File: src/rtl/nr_div_reconstructor.sv
// Sequential shift-add reconstructor: rebuilds P = Q*D + R (mod 2^OW) over QW cycles.
// Optional range check on the accepted operands is enabled by defining NR_RECON_CHECK_EN.
module nr_div_reconstructor #(
  parameter int QW = 3,
  parameter int DW = 2,
  parameter int RW = 5,
  parameter int OW = 6
) (
  input  logic          clk,
  input  logic          rst,
  input  logic          in_valid,
  output logic          in_ready,
  input  logic [QW-1:0] Q,
  input  logic [DW-1:0] D,
  input  logic [RW-1:0] R,
  output logic          out_valid,
  input  logic          out_ready,
  output logic [OW-1:0] P,
  output logic          chk_err
);

  localparam int CW = (QW > 1) ? $clog2(QW) : 1;

  typedef enum logic [1:0] {
    S_IDLE,
    S_CALC,
    S_DONE
  } state_e;

  state_e        state_q, state_d;
  logic [CW-1:0] cnt_q, cnt_d;
  logic [QW-1:0] q_sh_q, q_sh_d;
  logic [OW-1:0] d_sh_q, d_sh_d;
  logic [OW-1:0] acc_q, acc_d;
  logic [OW-1:0] p_q, p_d;
  logic [OW-1:0] acc_sum;
  logic          accept;
  logic          deliver;

  assign in_ready  = (state_q == S_IDLE);
  assign out_valid = (state_q == S_DONE);
  assign P         = p_q;
  assign accept    = in_valid && in_ready;
  assign deliver   = out_valid && out_ready;
  assign acc_sum   = acc_q + (q_sh_q[0] ? d_sh_q : '0);

  always_comb begin
    // NOTE: every signal gets a default first so no path leaves one unassigned (no latches).
    state_d = state_q;
    cnt_d   = cnt_q;
    q_sh_d  = q_sh_q;
    d_sh_d  = d_sh_q;
    acc_d   = acc_q;
    p_d     = p_q;
    case (state_q)
      S_IDLE: begin
        if (accept) begin
          q_sh_d  = Q;
          d_sh_d  = OW'(D);
          acc_d   = OW'(R);
          cnt_d   = '0;
          state_d = S_CALC;
        end
      end
      S_CALC: begin
        acc_d  = acc_sum;
        d_sh_d = d_sh_q << 1;
        q_sh_d = q_sh_q >> 1;
        cnt_d  = cnt_q + CW'(1);
        if (cnt_q == CW'(QW - 1)) begin
          p_d     = acc_sum;
          state_d = S_DONE;
        end
      end
      S_DONE: begin
        if (deliver) state_d = S_IDLE;
      end
      default: state_d = S_IDLE;
    endcase
  end

  // NOTE: state registers use non-blocking assignments so every flop samples pre-edge values.
  always_ff @(posedge clk or posedge rst) begin
    if (rst) begin
      state_q <= S_IDLE;
      cnt_q   <= '0;
      q_sh_q  <= '0;
      d_sh_q  <= '0;
      acc_q   <= '0;
      p_q     <= '0;
    end else begin
      state_q <= state_d;
      cnt_q   <= cnt_d;
      q_sh_q  <= q_sh_d;
      d_sh_q  <= d_sh_d;
      acc_q   <= acc_d;
      p_q     <= p_d;
    end
  end

`ifdef NR_RECON_CHECK_EN
  localparam int CMPW = (RW > DW) ? RW : DW;
  logic chk_q;

  // Flags a remainder that no completed division could have produced.
  always_ff @(posedge clk or posedge rst) begin
    if (rst) begin
      chk_q <= 1'b0;
    end else if (accept) begin
      chk_q <= (D == '0) || (CMPW'(R) >= CMPW'(D));
    end else if (deliver) begin
      chk_q <= 1'b0;
    end
  end

  assign chk_err = chk_q;
`else
  assign chk_err = 1'b0;
`endif

endmodule

File: config.mk
export PLATFORM = sky130hd
export DESIGN_NAME = nr_div_reconstructor
export DESIGN_NICKNAME = d
export VERILOG_FILES = /design/src/rtl/nr_div_reconstructor.sv
export SDC_FILE = /design/constraint.sdc
export NUM_CORES = 1
export LEC_CHECK = 0
export CAP_MARGIN = 20
export CORE_ASPECT_RATIO = 1.5
export CORE_MARGIN = 8
export CORE_UTILIZATION = 46
export CTS_CLUSTER_DIAMETER = 80
export DETAILED_ROUTE_END_ITERATION = 7
export GPL_ROUTABILITY_DRIVEN = 1
export PLACE_DENSITY = 0.79
export SLEW_MARGIN = 20
export SYNTH_ARGS = -nofsm -noshare
export SYNTH_HDL_FRONTEND = slang
export SYNTH_SLANG_ARGS = --single-unit
export TNS_END_PERCENT = 50
File: constraint.sdc
create_clock -name clk -period 1.7 [get_ports clk]
set_input_delay 0.34 -clock clk [delete_from_list [all_inputs] [get_ports clk]]
set_output_delay 0.34 -clock clk [all_outputs]
set_load 0.05 [all_outputs]
=== Word-level counts from Yosys, hierarchy flattened ===
Cells that the tools add are included.

* Bits in registers: 25
* Bits in latches: 0
* Memory bits (writable): 0
* ROM bits: 0
* Output and inout bits: 9
* Logic and storage cells: 34
* Memories kept: 0

* Add/subtract/negate cells: 2
* $mul: 0
* Divide/modulo/power cells: 0
* Order comparisons: 0
* Equality and inequality tests: 6
* Shift-type cells: 0
* Multiplexer cells: 13
* Bitwise gates (word level): 0
* Reductions and logical operators: 7

{| class="wikitable"
|+ Operators by type and width
! kind !! count
|-
| 6-bit case mux with 2 select lines || 2
|-
| 6-bit two-way mux || 3
|-
| 2-bit two-way mux || 4
|-
| 6-bit adder || 1
|-
| 2-bit case mux with 3 select lines || 1
|-
| 3-bit case mux with 2 select lines || 1
|-
| 2-bit == test (second input constant) || 2
|-
| 2-bit by 1-bit inequality test with 1-bit output (second input constant) || 2
|-
| 2-bit case mux with 2 select lines || 1
|-
| 2-bit AND reduction || 2
|-
| 3-bit two-way mux || 1
|-
| 3-bit AND reduction || 1
|-
| 2-bit by 1-bit adder with 2-bit output (second input constant) || 1
|-
| 2-bit by 1-bit == test with 1-bit output (second input constant) || 1
|-
| 1-bit logical AND || 2
|-
| 2-bit logical NOT || 1
|-
| 2-bit inequality test (second input constant) || 1
|-
| 2-bit nonzero test || 1
|}

=== Longest topological paths before layout ===
Gate-level depths: netlist (run 1).

* Depth after elaboration: 4
* Gate-level depth with buffers: 7

=== Least setup slack after synthesis (run 1) ===
Ideal clock, no wire load.

* Path kind: register -> register
* From: register q_sh_q[0]
* To: register p_q[4] (netlist: P[4])
* Library setup time: 127 ps
* Arrival: 1708 ps
* Slack: -135 ps
* Stages on the path, launching flop included: 8
* Buffers on the path: 0
* Cell sequence: dfrtp_1 and2_1 ha_1 fa_1 a21o_1 a21oi_1 xor2_1 o21ai_0

* Cells in the longest elaborated chain, start to end: 2

{| class="wikitable"
|+ RTL lines
! item !! line !! RTL
|-
| start, declared || 32 || <nowiki>logic [QW-1:0] q_sh_q, q_sh_d;</nowiki>
|-
| start signal, assigned || 94 || <nowiki>q_sh_q <= q_sh_d;</nowiki>
|-
| 6-bit two-way mux || 45 || <nowiki>assign acc_sum = acc_q + (q_sh_q[0] ? d_sh_q : '0);</nowiki>
|-
| 6-bit adder || 45 ||
|-
| end signal, assigned || 97 || <nowiki>p_q <= p_d;</nowiki>
|-
| end, declared || 35 || <nowiki>logic [OW-1:0] p_q, p_d;</nowiki>
|}

No other way between the ends.
A chain may end at the register's enable or synchronous reset.

=== Final worst setup path (run 1) ===
* From: register q_sh_q[0]
* To: register acc_q[4]

* Cells in the longest elaborated chain, start to end: 3

{| class="wikitable"
|+ RTL lines
! item !! line !! RTL
|-
| 6-bit two-way mux || 45 ||
|-
| 6-bit adder || 45 ||
|-
| 6-bit case mux with 2 select lines || 55 || <nowiki>case (state_q)</nowiki>
|-
| end signal, assigned || 89 || <nowiki>acc_q <= '0;</nowiki>
|-
| end signal, assigned || 96 || <nowiki>acc_q <= acc_d;</nowiki>
|-
| end, declared || 34 || <nowiki>logic [OW-1:0] acc_q, acc_d;</nowiki>
|}

No other way between the ends.

==> run summary, run 1 <==
The flow ran to the end, but the final reports show violations. The checks that failed: setup timing. The average wire per standard cell was 15.58 um; the maximum clock skew at final layout was 0.001100 ns. The logs give 6 for the number of failing setup endpoints in the final timing report and 3.373 mW for the overall power after layout. The minimum clock period after layout came out at 1.810 ns. The tightest hold path in the finished design has a slack of 0.4073 ns. For the largest net degree at the start of global routing, the log shows 26. The delay of the slowest cell on the worst path was 0.39 ns. Path type of the worst min-delay path: in -> async. For this run, the detailed router's first-pass iteration total came to 4.

The starting density of the core came out at 0.4707. The repair_antennas step left the layout with diodes totalling 0. The biggest area contributor in the post-synthesis netlist is dfrtp_1. The tools report the largest vdd supply drop as 0.001057 V. Path type of the worst setup path: reg -> reg. For the initial antenna violation count, the log shows 0. Dividing the detail-routed via count by the number of cells gives 5.520. The fraction of final layout cells with drive strength greater than 1 works out to 0.2331. Fill cells in the final layout number 248.

Traced cell by cell, the critical path runs through and2_1, ha_2, fa_2, a21o_1, a21oi_2, xor2_1, a21oi_1. Ranked by instance count, the synthesized netlist is headed by 25 x dfrtp_1, 14 x nand2_1, 12 x a21oi_1. The average instance in the mapped netlist occupies 10.14 um^2. Clock-pin slew was measured on the worst setup and hold paths at 0.09 ns. The clock latency on the worst-skew pair is 0.27 ns. The final design utilization is 0.6099.

The logs give 0 for the final-report max-slew violation count and 18 for the number of DRC markers after the initial detailed-route iteration. Input and output buffers added on the ports amount to 21. The global route total overflow was 0. Data arrives at the worst endpoint at 1.97 ns.

Cell with the biggest individual delay on the critical path: dfrtp_1. The logs give 1329 um^2 for the synthesized area and 0.8505 for the weighted congestion at the end of routability-driven global placement. The cell row count came out at 24.

The logs give 3 for the number of clock buffers inserted by TritonCTS and 5499 um for the global-route wire length before repair. The run gives -0.11 ns as the slack of the worst reg-to-reg path. Capturing element type of the critical path: a register.

TritonCTS built the clock tree. The die span in x came out at 59.89 um. The floorplan step defined a die boundary enclosing 4900 um^2. The final worst setup slack is -0.1100 ns, and the area growth from synthesis to final layout is 29.57%.

The leakage power was 0.7831 nW. Cell with the most instances after synthesis: dfrtp_1. Synthesis produced 131 cells. The core region is 2823 um^2. 23 I/O pins were placed. Dividing total power by cell area gives a power density of 1959 nW/um^2. Counting every net in the synthesized netlist gives 152. The number of buffers and inverters on the critical path is 0. The synthesized design contains 0 enable-type register cells.

Based on the critical path, the design can be clocked at up to 552.5 MHz. The run gives 0 as the max-cap check violation count. Clock tree synthesis selected as its root buffer the cell clkbuf_8. The synthesis warning total came out at 0. The tools report the number of global-route vias before repair as 1178. Once detail routing completed, the nets flagged for antenna violations numbered 0.

The tools report the maximum clock insertion buffer count as 2. Ranked by total cell area, the synthesized netlist is headed by dfrtp_1 47%, ha_1 5.6%, a21oi_1 4.5%. In the routed design, unresolved DRC markers number 0. The area share of the largest cell type after synthesis was 0.4708; the net count reported at finish was 185.

Synthesis inferred 25 register bits. Along the worst path, the maximum fanout reaches 2. The tools report the overall via count from detail_route as 1115. The number of hold-slack violations in the final timing report was 0. STA puts the critical path data required time at 1.86 ns. Summed over all failing endpoints, the final setup total negative slack is -0.3276 ns. For this design, the sink count on the clock tree is 25. The overall fraction of global-route tracks in use was 0.1465.

The sum of net half-perimeters after detailed placement is 2336 um, and the number of distinct library cells after synthesis is 32. Dominant synthesized flop cell: dfrtp_1. The deepest level of the CTS H-tree came out at 1. The final wirelength was 3148 um. The tools report the element type at the critical path start as a register.

The cell type group with the largest total delay on the critical path is adder cells. At the placement stage, the worst setup path has a slack of -0.09946 ns. The fraction of registers with async set/reset was 1.000; the sequential share of the synthesized area was 0.4708.

The die is 81.83 um tall. The fraction of the cycle the final worst path needs works out to 1.065. Setup repair after global routing could not meet its margin everywhere.
## state kept, by name (all words and copies together), names as in the netlist
register and flops:
d_sh_q 6, state_q 2, P 6, q_sh_q 3, cnt_q 2, acc_q 6
## cell families after synthesis
kind of cell / count (synthesis) / share of synthesized area
AOI/OAI and AO/OA: 46 / 0.2166
xor gates and xnor gates: 4 / 0.02637
adders and majority gates: 7 / 0.07156
buffers and inverters: 10 / 0.04990
DFF: 25 / 0.4708
muxes: 2 / 0.01695
other: 1 / 0.002822
and+or+nand+nor: 36 / 0.1450
## what timing repair did
item / 4_1_cts / 5_1_grt
setup endpoints to repair: 8 / 7
setup buffers: 1 / 0
hold buffers: 0 / 0
pin swaps: 10 / 2
cloned: 0 / 0
resized for setup: 5 / 1
## metrics by stage
| stage | instances | cell area (um^2) |
|---|---|---|
| after floorplan | 131 | 1338 |
| after global placement | 197 | 1640 |
| after detailed placement | 197 | 1640 |
| after CTS | 202 | 1714 |
| after global routing | 202 | 1722 |
| final | 202 | 1722 |
## worst min-delay path, cell delays in order
cell             delay, ns
clkdlybuf4s50_1       0.39
inv_1                 0.05
buf_4                 0.30
## final cells by class
type,count,area [um^2],area share
Inverter,4,15.01,0.008721
Clock inverter,1,5.005,0.002907
Clock buffer,3,41.29,0.02398
Sequential cell,25,626.9,0.3641
Tap cell,39,48.80,0.02834
Multi-Input combinational cell,96,671.9,0.3903
Timing Repair Buffer,34,312.8,0.1817
## path summary, 6_finish.rpt
kind	start	end	depth (start not counted)
max in group asynchronous	rst	state_q[1]	3
hold reg to reg	P[3]	P[3]	2
setup / recovery	q_sh_q[0]	acc_q[4]	7
setup reg to reg	q_sh_q[0]	acc_q[4]	7
min in group clk	P[3]	P[3]	2
hold / removal	rst	d_sh_q[4]	3
## metal layers
| metal | up-vias | GRT usage | part of all wire |
|---|---|---|---|
| met5 | - | 0 | 0 |
| met1 | 547 | 0.1607 | 0.38 |
| li1 | 534 | - | - |
| met2 | 25 | 0.2611 | 0.54 |
| met3 | 9 | 0.02194 | 0.047 |
| met4 | 0 | 0.07914 | 0.030 |
## report_power, final
part	internal, mW	switching, mW	total (mW)
Clock	0.164	0.192	0.356
Combinational	0.832	1.07	1.90
Sequential	0.865	0.253	1.12
## cells in the final DEF (no fill, tap or decap), types with 2 or more instances in the layout
cell | Yosys | final
nand4_1 | 2 | 2
a21o_1 | 3 | 3
nor2b_1 | 3 | 3
a21oi_2 | 0 | 2
nor2_1 | 4 | 4
ha_1 | 6 | 4
mux2_2 | 2 | 2
a31oi_1 | 2 | 2
buf_12 | 0 | 2
inv_1 | 3 | 3
o22a_1 | 2 | 2
o21ai_0 | 10 | 9
a22o_1 | 4 | 4
nand2_1 | 14 | 14
clkdlybuf4s50_1 | 0 | 13
nand3_1 | 2 | 2
a211o_1 | 2 | 2
buf_4 | 1 | 19
and2_1 | 7 | 6
a21oi_1 | 12 | 10
clkbuf_8 | 0 | 3
xor2_1 | 2 | 2
dfrtp_1 | 25 | 24
o22ai_1 | 9 | 9
(Power assumes the default switching activity.)
==> run 2: changes to the inputs <==
CORE_UTILIZATION = 49   (was 46)
CTS_BUF_LIST = sky130_fd_sc_hd__clkbuf_2 sky130_fd_sc_hd__clkbuf_4 sky130_fd_sc_hd__clkbuf_8   (was unset)
MAX_ROUTING_LAYER = met4   (was unset)
PLACE_DENSITY = 0.83   (was 0.79)
==> run 2 against run 1 <==
Compared with the run above:
- the flow still finishes with violations (setup timing)
- critical endpoint is now P[5]
- cell count shrank 0.50%
- register-to-register slack lost 0.03 ns
- clock skew is 0.0021 ns higher
- worst setup slack worse by 0.026 ns
- sequential cell count stayed put
- sequential power hardly changed
- maximum frequency fell by 1.4%
- final area up 1.3%
- critical path depth up 1
==> run summary, run 2 (synthesis results as in run 1) <==
Largest vdd supply drop: 0.001134 V (+7.3%). The run gives 1 (unchanged) as the deepest level of the CTS H-tree. The root buffer selected by CTS was clkbuf_8. Path type of the worst min-delay path: in -> async.

For the combinational power share, the log shows 0.573 (+0.010). The tools report the fmax as 544.7 MHz (-1.4%). The post-route antenna net violation count is 0 (unchanged). The clock-pin slew reported for the worst setup and hold paths after clock tree synthesis came out at 0.09 ns (about the same). For the internal power summed over all cells, the log shows 1.893 mW (+1.7%). The path type of the worst setup path is reg -> reg.

The die span in x was 58.52 um (-2.3%). The weighted congestion at the end of routability-driven global placement is 0.9032 (+6.2%), and the net count reported at finish is 186 (+0.54%). The global route total overflow came out at 0 (unchanged). STA classifies the critical path endpoint as a register. TritonCTS built the clock tree. The flow ran to the end, but the final reports show violations. The die boundary height works out to 79.78 um (-2.5%).

The depth of the worst register-to-register path works out to 8 (+1). The tools report the total number of clock tree sinks as 25 (unchanged). The tools report the maximum clock skew at final layout as 0.003245 ns (+0.002146 ns).

The data arrival at the endpoint of the critical path was 1.99 ns (+0.02 ns). Minimum clock period after layout: 1.836 ns (+0.02588 ns). The overall fraction of global-route tracks in use is 0.1552 (+0.008743).

In the layout the commonest cells are 25 x dfrtp_1, 20 x buf_4, 14 x nand2_1, 13 x clkdlybuf4s50_1. The element type at the critical path start was a register. The final-report max-slew violation count came out at 0 (unchanged). Quantity of hold-fixing buffers added after cts: 0 (unchanged). The number of failing setup endpoints in the final timing report was 6 (unchanged).

The count of placed standard cells in the final layout, fillers left out is 201 (-0.50%). The number of top-level pins was 23 (unchanged); the clock latency on the worst-skew pair was 0.27 ns (about the same). The net switching fraction of the power is 0.4524 (+0.004269). The largest net degree at the start of global routing was 26 (unchanged); the number of placed instances with taps included was 195 (-1.0%). The worst hold slack is 0.4128 ns (+0.005518 ns). The logs give 1149 (+3.0%) for the overall via count from detail_route and 2 (unchanged) for the maximum clock insertion buffer count.

The leakage power was 0.7955 nW (+1.6%); the slack of the worst reg-to-reg path was -0.14 ns (-0.03 ns). The fraction of the cycle the final worst path needs works out to 1.080 (+0.01522). The tools report the net switching power figure as 1.563 mW (+3.4%).

The number of buffers added on ports is 21 (unchanged), and the max-cap check violation count is 0 (unchanged). Initial antenna violation count: 0 (unchanged). The run gives 3.456 mW (+2.5%) as the overall power after layout. The core footprint was 2619 um^2 (-7.2%).

Start of the worst register-to-register path: q_sh_q[0]. Leaving out fill and tap cells, the most frequent cell in the layout is dfrtp_1. Compared with the post-synthesis result, the final layout area differs by 31.26%. The number of hold-slack violations in the final timing report is 0 (unchanged), and the final worst setup slack is -0.1359 ns (-0.02588 ns). The maximum fanout along the worst path was 6 (+4). The final design utilization was 0.6660 (+0.05610); the setup TNS was -0.5074 ns (-0.1797 ns). The number of DRC markers after the initial detailed-route iteration was 40 (+22); the clock network fraction of total power was 0.102 (-0.004). The tools report the timing startpoint of the critical path as q_sh_q[0].

The run gives 4668 um^2 (-4.7%) as the area enclosed by the die boundary. For the number of antenna diodes, the log shows 0 (unchanged). The number of iterations in the first detailed-routing pass was 4 (unchanged); the average wire per standard cell was 16.69 um (+7.1%). The tools report the DRC violations left as 0 (unchanged).

The tools report the worst setup path endpoint as P[5]. For the global-route wire length before repair, the log shows 5409 um (-1.6%). The power density over the cells is 1981 nW/um^2 (+1.1%).

The sum of net half-perimeters after detailed placement is 2310 um (-1.1%). The number of clock buffers inserted by TritonCTS came out at 3 (unchanged). The tools report the cell row count as 23 (-4.2%). Setup repair after global routing could not meet its margin everywhere. The tools report the data required time of the worst path as 1.86 ns (about the same). The fraction of final layout cells with drive strength greater than 1 was 0.2500 (+0.01687); the number of global-route vias before repair was 1200 (+1.9%).

The final reports fail on setup timing. The reg-to-reg critical path endpoint was P[5]. The starting density of the core is 0.5074 (+0.03666), and the final wirelength is 3354 um (+6.5%).

The routed via count divided by cell count is 5.716 (+3.6%), and the part of the power in registers is 0.325 (-0.006).
==> run 2: cell count changes in the layout (fill, tap and decap cells not counted), moves of 2 or more <==
cell and delta:
and2_1 -2, o21ai_1 +2, o21ai_0 -2, and2_4 +2
==> run 2: final cells by class <==
cell class | instances | area (um^2)
Timing Repair Buffer | 35 | 320.3
Clock inverter | 1 | 5.005
Fill cell | 217 | 874.6
Clock buffer | 3 | 41.29
Multi-Input combinational cell | 96 | 690.7
Sequential cell | 25 | 625.6
Tap cell | 37 | 46.29
Inverter | 4 | 15.01
==> run 2: worst min path at each step <==
stage,slack (ns),endpoint
after CTS,0.42,cnt_q[0]
after global routing,0.45,d_sh_q[5]
final,0.41,d_sh_q[5]
after floorplan,0.37,P[0]
after detailed placement,0.47,q_sh_q[1]
after global placement,0.46,P[2]
==> run 2: power by group through the flow <==
stage          Combinational, mW  Sequential [mW]  Clock [mW]
2_1_floorplan               1.10             1.25           0
4_1_cts                     1.89             1.11       0.363
6_report                    1.98             1.12       0.352
5_1_grt                     2.15             1.15       0.388
3_5_place_dp                1.83             1.11           0
3_3_place_gp                1.77             1.09           0
==> run 2: worst max-delay path, stage by stage, from the launching register on <==
cell and delay [ns]:
dfrtp_1 0.39, buf_4 0.16, and2_4 0.14, ha_1 0.27
a21o_1 0.17, nand4_1 0.21, buf_4 0.20, nand4b_1 0.10
nand3_1 0.09
==> run 2: timing repair <==
| item | 4_1_cts | 5_1_grt |
|---|---|---|
| pin swaps | 11 | 10 |
| buffers inserted | 2 | 0 |
| gates resized for setup | 4 | 7 |
| setup endpoints to repair | 6 | 8 |
| endpoints found under the hold margin | 0 | 0 |
==> run 2: through the flow <==
| step | instance area (um^2) | setup slack, ns |
|---|---|---|
| 6_report | 1744 | -0.1359 |
| 5_1_grt | 1744 | -0.2127 |
| 4_1_cts | 1718 | -0.07322 |
| 3_5_place_dp | 1638 | -0.1082 |
| 3_3_place_gp | 1638 | -0.04023 |
| 2_1_floorplan | 1338 | -0.04584 |
==> run 2: metal layers <==
| metal | GRT usage | share of wire | up-vias |
|---|---|---|---|
| met1 | 0.1585 | 0.38 | 567 |
| met5 | - | 0 | - |
| met3 | 0.02903 | 0.040 | 13 |
| li1 | - | - | 537 |
| met2 | 0.2639 | 0.53 | 32 |
| met4 | 0.09852 | 0.048 | 0 |
